<file path="config.mk">
export PLATFORM = sky130hd
export DESIGN_NAME = da_ctrl
export DESIGN_NICKNAME = d
export VERILOG_FILES = /design/src/rtl/da_pkg.sv /design/src/rtl/mv_to_code.sv /design/src/rtl/da_ctrl.sv
export SDC_FILE = /design/constraint.sdc
export NUM_CORES = 1
export LEC_CHECK = 0
export ABC_CLOCK_PERIOD_IN_PS = 5850
export CAP_MARGIN = 5
export CORE_UTILIZATION = 54
export DETAILED_ROUTE_END_ITERATION = 6
export PLACE_DENSITY = 0.74
export SYNTH_ARGS = -nofsm -noshare
export SYNTH_HDL_FRONTEND = slang
export SYNTH_HIERARCHICAL = 1
export SYNTH_SLANG_ARGS = --single-unit
</file>
<file path="constraint.sdc">
create_clock -name clk -period 5.85 [get_ports clk]
set_input_delay 1.755 -clock clk [delete_from_list [all_inputs] [get_ports clk]]
set_output_delay 1.755 -clock clk [all_outputs]
set_load 0.02 [all_outputs]
</file>
<file path="src/rtl/da_pkg.sv">
// Shared definitions for the DAC write controller.
//  - da_state_e : write FSM state encoding (IDLE / WRITING)
//  - CTRL_BYTE  : PCF8591-class control byte, analog-output enable
//  - MV_FULL    : highest setpoint (mV) that still maps into 0..255
//  - MV_MUL/SHR : fixed-point scale, code = (mv * MV_MUL) >> MV_SHR
package da_pkg;

  typedef enum logic {
    IDLE    = 1'b0,
    WRITING = 1'b1
  } da_state_e;

  localparam logic [7:0]  CTRL_BYTE = 8'b0100_0000;
  localparam logic [11:0] MV_FULL   = 12'd3300;
  localparam logic [10:0] MV_MUL    = 11'd1271;
  localparam int          MV_SHR    = 14;

endpackage

</file>
<file path="src/rtl/mv_to_code.sv">
// Registered millivolt -> 8-bit DAC code converter.
// Ports:
//  clk   in   1   system clock
//  rst   in   1   asynchronous, active-high reset (code -> 0)
//  mv    in  12   setpoint in mV
//  code  out  8   DAC code, valid one clock after mv settles
module mv_to_code
  import da_pkg::*;
(
  input  logic        clk,
  input  logic        rst,
  input  logic [11:0] mv,
  output logic [7:0]  code
);

  logic [7:0] code_d;
  logic [7:0] code_q;

  // 1271/16384 ~= 255/3300; the 23-bit product truncates, never rounds.
  // Anything above full scale clamps to the top code instead of wrapping.
  function automatic logic [7:0] mv_code(input logic [11:0] mv_in);
    if (mv_in > MV_FULL) begin
      return 8'hFF;
    end
    return 8'((23'(mv_in) * 23'(MV_MUL)) >> MV_SHR);
  endfunction

  always_comb begin
    code_d = mv_code(mv);
  end

  always_ff @(posedge clk or posedge rst) begin
    if (rst) begin
      code_q <= '0;
    end else begin
      code_q <= code_d;
    end
  end

  assign code = code_q;

endmodule

</file>
<file path="src/rtl/da_ctrl.sv">
// DAC write controller: issues periodic single-byte writes to the shared
// I2C master driver, either a held millivolt setpoint or a sawtooth ramp.
// Ports:
//  clk        in   1   system clock
//  rst        in   1   asynchronous, active-high reset
//  set_mv     in  12   setpoint in mV (0..3300 meaningful, above saturates)
//  set_valid  in   1   strobe: capture set_mv into the pending register
//  mode       in   1   0 = HOLD setpoint, 1 = RAMP sawtooth (sampled at wr_en)
//  done_flag  in   1   pulse from I2C driver: transfer complete
//  addr       out 16   {8'h00, CTRL_BYTE}
//  wr_en      out  1   single-cycle write request
//  wr_data    out  8   DAC code of the current transfer
//  busy       out  1   transfer outstanding
//  timeout    out  1   single-cycle pulse: no done_flag within TO_MAX
module da_ctrl
  import da_pkg::*;
#(
  parameter logic [20:0] CNT_MAX   = 21'd1_999_999,
  parameter logic [20:0] TO_MAX    = 21'd1_999_999,
  parameter logic [7:0]  RAMP_STEP = 8'd1
) (
  input  logic        clk,
  input  logic        rst,
  input  logic [11:0] set_mv,
  input  logic        set_valid,
  input  logic        mode,
  input  logic        done_flag,
  output logic [15:0] addr,
  output logic        wr_en,
  output logic [7:0]  wr_data,
  output logic        busy,
  output logic        timeout
);

  da_state_e   state_d,     state_q;
  logic [20:0] cnt_d,       cnt_q;
  logic [11:0] pend_mv_d,   pend_mv_q;
  logic [7:0]  ramp_d,      ramp_q;
  logic        ramp_mode_d, ramp_mode_q;
  logic [15:0] addr_d,      addr_q;
  logic        wr_en_d,     wr_en_q;
  logic [7:0]  wr_data_d,   wr_data_q;
  logic        busy_d,      busy_q;
  logic        timeout_d,   timeout_q;

  logic [7:0]  hold_code;

  // The converter always tracks the pending setpoint; wr_data only samples
  // it at wr_en, so a capture mid-transfer cannot disturb the byte in flight.
  mv_to_code u_mv_to_code (
    .clk  (clk),
    .rst  (rst),
    .mv   (pend_mv_q),
    .code (hold_code)
  );

  always_comb begin
    state_d     = state_q;
    cnt_d       = cnt_q;
    pend_mv_d   = pend_mv_q;
    ramp_d      = ramp_q;
    ramp_mode_d = ramp_mode_q;
    addr_d      = {8'h00, CTRL_BYTE};
    wr_en_d     = 1'b0;
    wr_data_d   = wr_data_q;
    busy_d      = busy_q;
    timeout_d   = 1'b0;

    if (set_valid) begin
      pend_mv_d = set_mv;
    end

    case (state_q)
      IDLE: begin
        // done_flag is deliberately ignored here.
        if (cnt_q == CNT_MAX) begin
          cnt_d       = '0;
          wr_en_d     = 1'b1;
          busy_d      = 1'b1;
          ramp_mode_d = mode;
          state_d     = WRITING;
          if (mode) begin
            wr_data_d = ramp_q;
          end else begin
            // Seed the ramp so a later HOLD->RAMP switch continues from here.
            wr_data_d = hold_code;
            ramp_d    = hold_code;
          end
        end else begin
          cnt_d = cnt_q + 21'd1;
        end
      end

      WRITING: begin
        // done_flag takes priority over an expiring timeout in the same cycle.
        if (done_flag) begin
          busy_d  = 1'b0;
          cnt_d   = '0;
          state_d = IDLE;
          if (ramp_mode_q) begin
            ramp_d = ramp_q + RAMP_STEP;
          end
        end else if (cnt_q == TO_MAX) begin
          // Abandoned write: ramp is left alone so the same code is retried.
          timeout_d = 1'b1;
          busy_d    = 1'b0;
          cnt_d     = '0;
          state_d   = IDLE;
        end else begin
          cnt_d = cnt_q + 21'd1;
        end
      end

      default: begin
        state_d = IDLE;
        cnt_d   = '0;
        busy_d  = 1'b0;
      end
    endcase
  end

  always_ff @(posedge clk or posedge rst) begin
    if (rst) begin
      state_q     <= IDLE;
      cnt_q       <= '0;
      pend_mv_q   <= '0;
      ramp_q      <= '0;
      ramp_mode_q <= 1'b0;
      addr_q      <= '0;
      wr_en_q     <= 1'b0;
      wr_data_q   <= '0;
      busy_q      <= 1'b0;
      timeout_q   <= 1'b0;
    end else begin
      state_q     <= state_d;
      cnt_q       <= cnt_d;
      pend_mv_q   <= pend_mv_d;
      ramp_q      <= ramp_d;
      ramp_mode_q <= ramp_mode_d;
      addr_q      <= addr_d;
      wr_en_q     <= wr_en_d;
      wr_data_q   <= wr_data_d;
      busy_q      <= busy_d;
      timeout_q   <= timeout_d;
    end
  end

  assign addr    = addr_q;
  assign wr_en   = wr_en_q;
  assign wr_data = wr_data_q;
  assign busy    = busy_q;
  assign timeout = timeout_q;

endmodule

</file>
**After elaboration in Yosys (flattened, before gate mapping)**

Cells that the tools add are included.

- Bitwise operators: 1
- Mux-type cells: 22
- Equal/unequal tests: 5
- Reduce and logical (&&, ||, !) cells: 3
- $mul: 1
- $add $sub $neg: 2
- Magnitude comparators: 1

Operator list:

| operator | count |
|---|---|
| $mux 8 | 6 |
| $mux 21 | 2 |
| $pmux 21 s2 | 1 |
| $mul 12x11->22 const B | 1 |
| $add 21x1->21 const B | 1 |
| $eq 21x21->1 const B | 1 |
| $pmux 8 s2 | 1 |
| $gt 12x12->1 const B | 1 |
| $mux 1 | 10 |
| $add 8x1->8 const B | 1 |
| $ne 2x2->1 const B | 2 |
| $pmux 1 s2 | 2 |
| $reduce_and 2->1 | 2 |
| $ne 3x2->1 const B | 1 |
| $reduce_and 3->1 | 1 |
| $ne 2x1->1 const B | 1 |
| $not 1->1 | 1 |

- Bits of input ports: 17
- Flip-flop bits (word level): 63
- Logic and storage cells: 46

**Longest topological paths before layout**

Gate-level depths: netlist of the first run.

- Depth after elaboration: 4
- Mapped depth: 18
- Gate-level depth less buffers: 18

**Hierarchy**

Netlist of the first run, hierarchy kept.

By module, submodules not included:

| module | seq. area each (um2) | area an instance (um2) | cells each | times used |
|---|---|---|---|---|
| mv_to_code | 200.2 | 3241.9 | 352 | 1 |
| da_ctrl | 1376.3 | 2747.6 | 265 | 1 |

**Worst setup path after synthesis of the first run**

Ideal clock, no wire load.

- Path type: register -> register
- From: register pend_mv_q[4]
- To: register u_mv_to_code.code_q[4] (netlist: u_mv_to_code/code[4])
- Required time: 5.722 ns
- Data arrival time: 4.536 ns
- Cell stages (with the launch flop): 17
- Buffers on the path: 0
- Setup time: 0.128 ns
- Path slack: 1.187 ns
- Path through: dfrtp_1 inv_1 fa_1 fa_1 inv_1 fa_1 fa_1 inv_1 fa_1 inv_1 ha_1 and4_1 and3_4 o211a_4 nor2_1 o21ai_1 mux2_1

- Word-level cells in the longest chain between the ends: 3
- Elaborated cells on any way between the ends: 4

Ends and longest elaborated chain:

| item | line | text |
|---|---|---|
| start: declaration | da_ctrl.sv:37 | `logic [11:0] pend_mv_d, pend_mv_q;` |
| start signal: assignment | da_ctrl.sv:137 | `pend_mv_q <= pend_mv_d;` |
| parallel branches: the longest is 2 deep, another holds $mul 12x11->22 | - |  |
| $mux 8 (*) | mv_to_code.sv:25 | `return 8'((23'(mv_in) * 23'(MV_MUL)) >> MV_SHR);` |
| net u_mv_to_code.code_d[4] | mv_to_code.sv:16 | `logic [7:0] code_d;` |
| end signal: assignment | mv_to_code.sv:36 | `code_q <= code_d;` |
| end: declaration | mv_to_code.sv:17 | `logic [7:0] code_q;` |

Mark *: on every way through the listed nets, which the timed path passes.
A chain may end at the register's enable or synchronous reset.

**Worst setup path after layout of the first run**

- From: register pend_mv_q[6]
- To: register u_mv_to_code.code_q[4] (netlist: u_mv_to_code/code[4])

Same word-level chain as after synthesis.

==> impl_results.md, run 1 <==
- GRT Residual Overflow: 0
- Worst hold start: wr_data[7]$_DFFE_PP0P_
- Slew at the pin closest to its max-slew limit: 0.776 ns
- Routed WL: 11.8 mm
- Syn Area/Cell: 9.71 sq um
- Adder-cell share of the synthesized area: 34.1%
- Largest family of logic cells by synthesized area: adder cells
- Post-Syn Instances: 617
- Critical path class: flop to flop
- Post-synthesis compound-gate area fraction: 7.73%
- CTS buffer count: 9
- Worst-path clk slew: 0.08 ns
- Worst Setup Start Kind: flop
- Post-DP HPWL: 9.43 mm
- Vias/cell: 5.29
- RR Startpoint: pend_mv_q[6]$_DFFE_PP0P_
- Finish-stage setup viols: 0
- Gpl congestion: 0.892
- Worst Path Buf+Inv: 6
- Clk_skew: 0.0128 ns
- Share of the synthesized area in the top cell type: 26.3%
- Final TNS setup: 0 ns
- Diodes inserted: 0
- First-pass detailed-route iteration total: 7
- CTS Hold Buffers Added: 0
- Tmin final: 5.03 ns
- Core area: 0.0108 sq mm
- YS warnings: 6
- Pre-CTS WS: 0.812 ns
- Design area: 0.00659 sq mm
- Port Buffer Count: 28
- Crit. End Element: flop
- CP required: 6.08 ns
- CTS tree: yes
- 1st-iter DRT viols: 222
- CP max FO: 8
- Slew margin rel.: 48.1%
- Pleak: 3.34 nW
- Die Height: 107 um
- CTS H-Tree Depth: 3
- Root Buffer: clkbuf_8
- Dpl cell area: 0.00634 sq mm
- R2R depth: 18
- Async SR Flop Fraction: 100%
- Worst setup margin: 0.822 ns
- Max VDD drop: 0.571 mV
- XOR/XNOR share of the synthesized area: 3.95%
- Family with the most delay on the worst path: adder cells
- FP Rows: 38
- Clock Sinks: 63
- Final Cycle Share: 86.0%
- Fraction of the mapped netlist area in simple logic gates: 11.7%
- Io pins: 44
- Critical Path Most Common Cell: inv_1
- DR WL/cell: 15.0 um
- DRC: 2
- Vias in the first global route: 4,531
- Maxcap violations: 0
- Delay of the slowest critical-path stage: 0.57 ns
- Setup slack, reg-to-reg: 0.82 ns
- Initial antenna violation count: 0
- Min-Delay Endpoint: wr_data[7]$_DFFE_PP0P_
- Layout Area Growth over Synthesis: 9.94%
- Worst skew pair latency: 0.36 ns
- Status: finished with violations
- Unrepaired setup endpoints after global routing: false
- Fraction of synthesized area in multiplexers: 4.85%
- Cell Area, Synth: 0.00599 sq mm
- Worst path slowest cell: dfrtp_1
- Leading area contributor after synthesis: dfrtp_1
- Failing checks: DRC
- Nets: 792
- Global-route usage over all layers: 23.7%
- Die area: 0.0115 sq mm
- Critical Path AT: 5.26 ns
- PwrDens: 591 mW/mm^2
- Top post-synthesis cells by area: dfrtp_1 26%, fa_1 18%, ha_1 16%
- Reg2Reg Capture Point: u_mv_to_code/code[4]$_DFF_PP0_
- Finished Layout Cells: 789
- Post-CTS resize count: 0
- Post-CTS Repair Setup Buffers: 0
- Hold/Removal Path Class: flop to flop
- Initial Util: 55.3%
- Largest net degree at the start of global routing: 44
- Max-slew violation count: 0
- First-pass GRT wire length: 20.9 mm
- Max frequency: 199 MHz
- Placed cell count: 773
- Most common cell in the synthesized netlist: inv_1
- Depth of the worst hold-timing path: 2
- Post-synthesis register bit count: 63
- Final core occ: 60.7%
- EDFF count, synth: 0
- Layout cells sized above 1: 6.01%
- Netlist cell types: 59
- Main flop type after synthesis: dfrtp_1
- Die Wd: 107 um
- Final Hold Viols: 0
- Via Count: 4,170
- Critical-path cell list: inv_1 > fa_1 > inv_1 > ha_1 > inv_1 > fa_1 > inv_1 > fa_1 > inv_1 > fa_1 > inv_1 > ha_1 > and4_1 > and3_4 > o211a_4 > nor2_1 > o21ai_1 > mux2_1
- Worst-case clock buffer depth: 2
- Routed Antenna Nets: 0
- Sequential share of the synthesized area: 26.3%
- Synth top cells by count: 135 x inv_1, 77 x ha_1, 63 x dfrtp_1
## layer usage
| layer | global-route usage, % | part of all wire, % | vias to the layer above |
|---|---|---|---|
| met1 | 29.2 | 44 | 2066 |
| met4 | 8.51 | 1.8 | 0 |
| met3 | 4.12 | 2.7 | 16 |
| met5 | 0 | 0 | - |
| met2 | 41.7 | 51 | 67 |
| li1 | - | - | 2021 |
## through the flow
step                      hold slack [ns]  power (W)
after detailed placement            0.474    0.00340
final                               0.491    0.00389
after global placement              0.466    0.00328
after floorplan                     0.483    0.00279
after global routing                0.512    0.00440
after CTS                           0.495    0.00390
## worst register-to-register path, delay by kind of cell (launching register included)
family                   cells  cell delay [ns]
adder cells (fa/ha/maj)      6             2.72
flip-flops                   1             0.57
AND/OR/NAND/NOR              3             0.51
buffers and inverters        6             0.43
multiplexers                 1             0.34
AO/OA/AOI/OAI                2             0.33
## state kept, by name (all words and copies together) (netlist names), 8 cells and up
name               cells
ramp_q                 8
cnt_q                 21
u_mv_to_code/code      8
wr_data                8
pend_mv_q             12
## power by group
group | internal, W | leakage [nW] | total [W] | switching, W
clock network | 0.000295 | 0.116 | 0.000478 | 0.000183
logic | 0.00119 | 2.45 | 0.00282 | 0.00163
registers | 0.000517 | 0.769 | 0.000593 | 0.0000758
total | 0.00200 | 3.34 | 0.00389 | 0.00189
## placed cells by master (no fill, tap or decap), types with 7 or more instances in the layout
cell | Yosys | final
a21oi_1 | 17 | 17
and3_1 | 7 | 7
clkbuf_8 | 0 | 10
clkdlybuf4s50_1 | 0 | 28
conb_1 | 2 | 16
dfrtp_1 | 63 | 63
fa_1 | 54 | 54
ha_1 | 77 | 77
inv_1 | 135 | 134
mux2_2 | 15 | 15
mux2i_1 | 11 | 11
nand2_1 | 35 | 35
nand3_1 | 11 | 11
nand4_1 | 11 | 11
nor2_1 | 30 | 30
nor3_1 | 15 | 15
o21a_1 | 8 | 8
o21ai_0 | 15 | 15
xnor2_1 | 14 | 14
xor2_1 | 13 | 13
## worst max-delay path by stage
| stage | startpoint | to | cells past startpoint |
|---|---|---|---|
| CTS | pend_mv_q[6]$_DFFE_PP0P_ | u_mv_to_code/code[4]$_DFF_PP0_ | 18 |
| global route | pend_mv_q[6]$_DFFE_PP0P_ | u_mv_to_code/code[4]$_DFF_PP0_ | 18 |
| finish | pend_mv_q[6]$_DFFE_PP0P_ | u_mv_to_code/code[4]$_DFF_PP0_ | 18 |
| detailed placement | pend_mv_q[6]$_DFFE_PP0P_ | u_mv_to_code/code[4]$_DFF_PP0_ | 16 |
| global placement | pend_mv_q[5]$_DFFE_PP0P_ | u_mv_to_code/code[4]$_DFF_PP0_ | 16 |
| floorplan | pend_mv_q[4]$_DFFE_PP0P_ | u_mv_to_code/code[4]$_DFF_PP0_ | 16 |
## kinds of logic (layout without fill, tap and decap cells)
family | after synthesis | count (layout)
other | 2 | 16
flip-flops | 63 | 63
buffers and inverters | 162 | 180
XOR/XNOR | 27 | 27
AND/OR/NAND/NOR | 136 | 136
multiplexers | 27 | 27
AO/OA/AOI/OAI | 69 | 69
adder cells (fa/ha/maj) | 131 | 131
## area by class of cell
class | count | area [sq um]
Timing Repair Buffer | 29 | 288
Clock inverter | 5 | 105
Inverter | 135 | 507
Tap cell | 140 | 175
Clock buffer | 11 | 141
Sequential cell | 63 | 1580
Multi-Input combinational cell | 406 | 3790
Fill cell | 903 | 4260
Power figures use the tool's default switching activity.
==> run 2: changes to the inputs <==
--- a/config.mk
+++ b/config.mk
@@ -5,11 +5,12 @@
 export SDC_FILE = /design/constraint.sdc
 export NUM_CORES = 1
 export LEC_CHECK = 0
-export ABC_CLOCK_PERIOD_IN_PS = 5850
+export ABC_CLOCK_PERIOD_IN_PS = 4800
 export CAP_MARGIN = 5
 export CORE_UTILIZATION = 54
 export DETAILED_ROUTE_END_ITERATION = 6
 export PLACE_DENSITY = 0.74
+export REMOVE_ABC_BUFFERS = 1
 export SYNTH_ARGS = -nofsm -noshare
 export SYNTH_HDL_FRONTEND = slang
 export SYNTH_HIERARCHICAL = 1
==> constraint.sdc (replaced) <==
create_clock -name clk -period 4.8 [get_ports clk]
set_input_delay 1.44 -clock clk [delete_from_list [all_inputs] [get_ports clk]]
set_output_delay 1.44 -clock clk [all_outputs]
set_load 0.02 [all_outputs]
==> run 2 against run 1 <==
- the flow still finishes with violations (DRC)
- worst setup slack worse by 0.70 ns
- clock skew down 0.0045 ns
- die area unchanged
- via count up 2.9%
- combinational power up 38%
- global-route usage about the same
- critical endpoint unchanged
- largest cell class unchanged
- largest power group unchanged
==> impl_results.md, run 2 (synthesis results as in run 1) <==
- Initial antenna violation count: 0
- Core area: 0.0108 sq mm
- Maxcap violations: 0
- Die Wd: 107 um
- Routed Antenna Nets: 0
- CTS Hold Buffers Added: 0
- Hold/Removal Path Class: flop to flop
- Status: finished with violations
- Final Hold Viols: 0
- CTS H-Tree Depth: 3
- Vias/cell: 5.32
- Max VDD drop: 0.640 mV
- Largest net degree at the start of global routing: 39
- Global-route usage over all layers: 23.7%
- Vias in the first global route: 4,507
- Layout Area Growth over Synthesis: 13.2%
- Total power: 0.00514 W
- 1st-iter DRT viols: 225
- Max-slew violation count: 0
- Worst setup margin: 0.118 ns
- Slew margin rel.: 40.4%
- Die Height: 107 um
- Filler Cells Inserted: 869
- DR WL/cell: 15.3 um
- Layout cells sized above 1: 10.7%
- Placed cell count: 788
- Worst-case clock buffer depth: 2
- Io pins: 44
- Max frequency: 214 MHz
- Critical Path AT: 4.92 ns
- Worst-path clk slew: 0.08 ns
- Slew at the pin closest to its max-slew limit: 0.893 ns
- Die area: 0.0115 sq mm
- First-pass detailed-route iteration total: 7
- Largest register FFs: 21
- Leading cell type in the layout, fill and taps excluded: inv_1
- Largest register by flop count: cnt_q
- Pre-CTS WS: -0.00301 ns
- Top Registers: cnt_q: 21 flops, pend_mv_q: 12 flops
- Commonest non-fill, non-tap cells in the layout: 130 x inv_1, 71 x ha_1, 62 x dfrtp_1, 52 x fa_1, 35 x nand2_1
- Critical path class: flop to flop
- CTS tree: yes
- CP max FO: 5
- PwrDens: 758 mW/mm^2
- Post-DP HPWL: 9.62 mm
- Initial Util: 55.3%
- CP required: 5.04 ns
- Tmin final: 4.68 ns
- Final Cycle Share: 97.5%
- Pleak: 3.41 nW
- Failing checks: DRC
- Worst Setup Start Kind: flop
- Root Buffer: clkbuf_8
- Setup slack, reg-to-reg: 0.12 ns
- Finish-stage setup viols: 0
- Diodes inserted: 0
- GRT Residual Overflow: 0
- First-pass GRT wire length: 21.1 mm
- Clk_skew: 0.00827 ns
- Nets: 809
- DRC: 2
- Routed WL: 12.3 mm
- Port Buffer Count: 28
- Final TNS setup: 0 ns
- CTS buffer count: 9
- Crit. End Element: flop
- Finished Layout Cells: 806
- FP Rows: 38
- Clock Sinks: 63
- Gpl congestion: 0.853
- Worst skew pair latency: 0.36 ns
- Via Count: 4,290
run 2: cell types whose count changed in the layout (fill, tap and decap cells not counted), sizes merged:
cell / before / now
inv: 135 / 138
clkinv: 0 / 1
clkinvlp: 2 / 1
bufinv: 3 / 2
buf: 1 / 18
clkbuf: 11 / 9
run 2: path summary, 6_finish.rpt:
| path | from | end | cells past startpoint |
|---|---|---|---|
| max | pend_mv_q[4]$_DFFE_PP0P_ | u_mv_to_code/code[4]$_DFF_PP0_ | 18 |
| min | wr_data[7]$_DFFE_PP0P_ | wr_data[7]$_DFFE_PP0P_ | 2 |
| max reg2reg | pend_mv_q[4]$_DFFE_PP0P_ | u_mv_to_code/code[4]$_DFF_PP0_ | 18 |
| min reg2reg | wr_data[7]$_DFFE_PP0P_ | wr_data[7]$_DFFE_PP0P_ | 2 |
| max in group asynchronous | rst | ramp_mode_q$_DFFE_PP0P_ | 3 |
| min in group asynchronous | rst | u_mv_to_code/code[1]$_DFF_PP0_ | 2 |
run 2: layout make-up:
type,instances,area (sq um),area share [%]
clock buffers,9,124,1.83
inverters,135,507,7.47
well taps,140,175,2.58
flip-flops and latches,63,1580,23.3
clock inverters,7,103,1.51
repair buffers,46,419,6.18
multi-input cells,406,3880,57.2
run 2: critical path: stages (launching register included):
cell     delay, ns
dfrtp_1       0.41
inv_2         0.07
fa_2          0.57
inv_1         0.05
ha_1          0.26
inv_1         0.05
fa_1          0.54
inv_1         0.05
fa_1          0.49
inv_2         0.05
fa_1          0.53
inv_1         0.06
ha_4          0.28
and4_1        0.21
and3_4        0.19
o211a_4       0.19
nor2_1        0.06
o21ai_1       0.18
mux2_4        0.32
run 2: routing by layer:
| metal | vias up | wire length, um | GRT usage (%) |
|---|---|---|---|
| li1 | 2065 | - | - |
| met1 | 2119 | 5590 | 31.5 |
| met2 | 100 | 6160 | 40.1 |
| met3 | 6 | 443 | 4.30 |
| met4 | 0 | 100 | 5.77 |
| met5 | - | 0 | 0 |
run 2: per-stage QoR:
step | utilization, % | area, sq um | hold WS (ns)
after floorplan | - | 5880 | 0.485
after global placement | 59.5 | 6450 | 0.466
after global routing | 62.6 | 6780 | 0.513
final | 62.6 | 6780 | 0.489
after CTS | 61.7 | 6690 | 0.492
after detailed placement | 59.5 | 6450 | 0.474
run 2: report_power, final:
group	internal, W	switching, W	leakage [nW]
clock network	0.000299	0.000242	0.111
logic	0.00174	0.00216	2.54
registers	0.000630	0.0000707	0.768
run 2: repair_timing:
action,in CTS,in global routing
resized for setup,0,16
setup endpoints to repair,1,7
buffers inserted,1,1
pin swaps,0,11
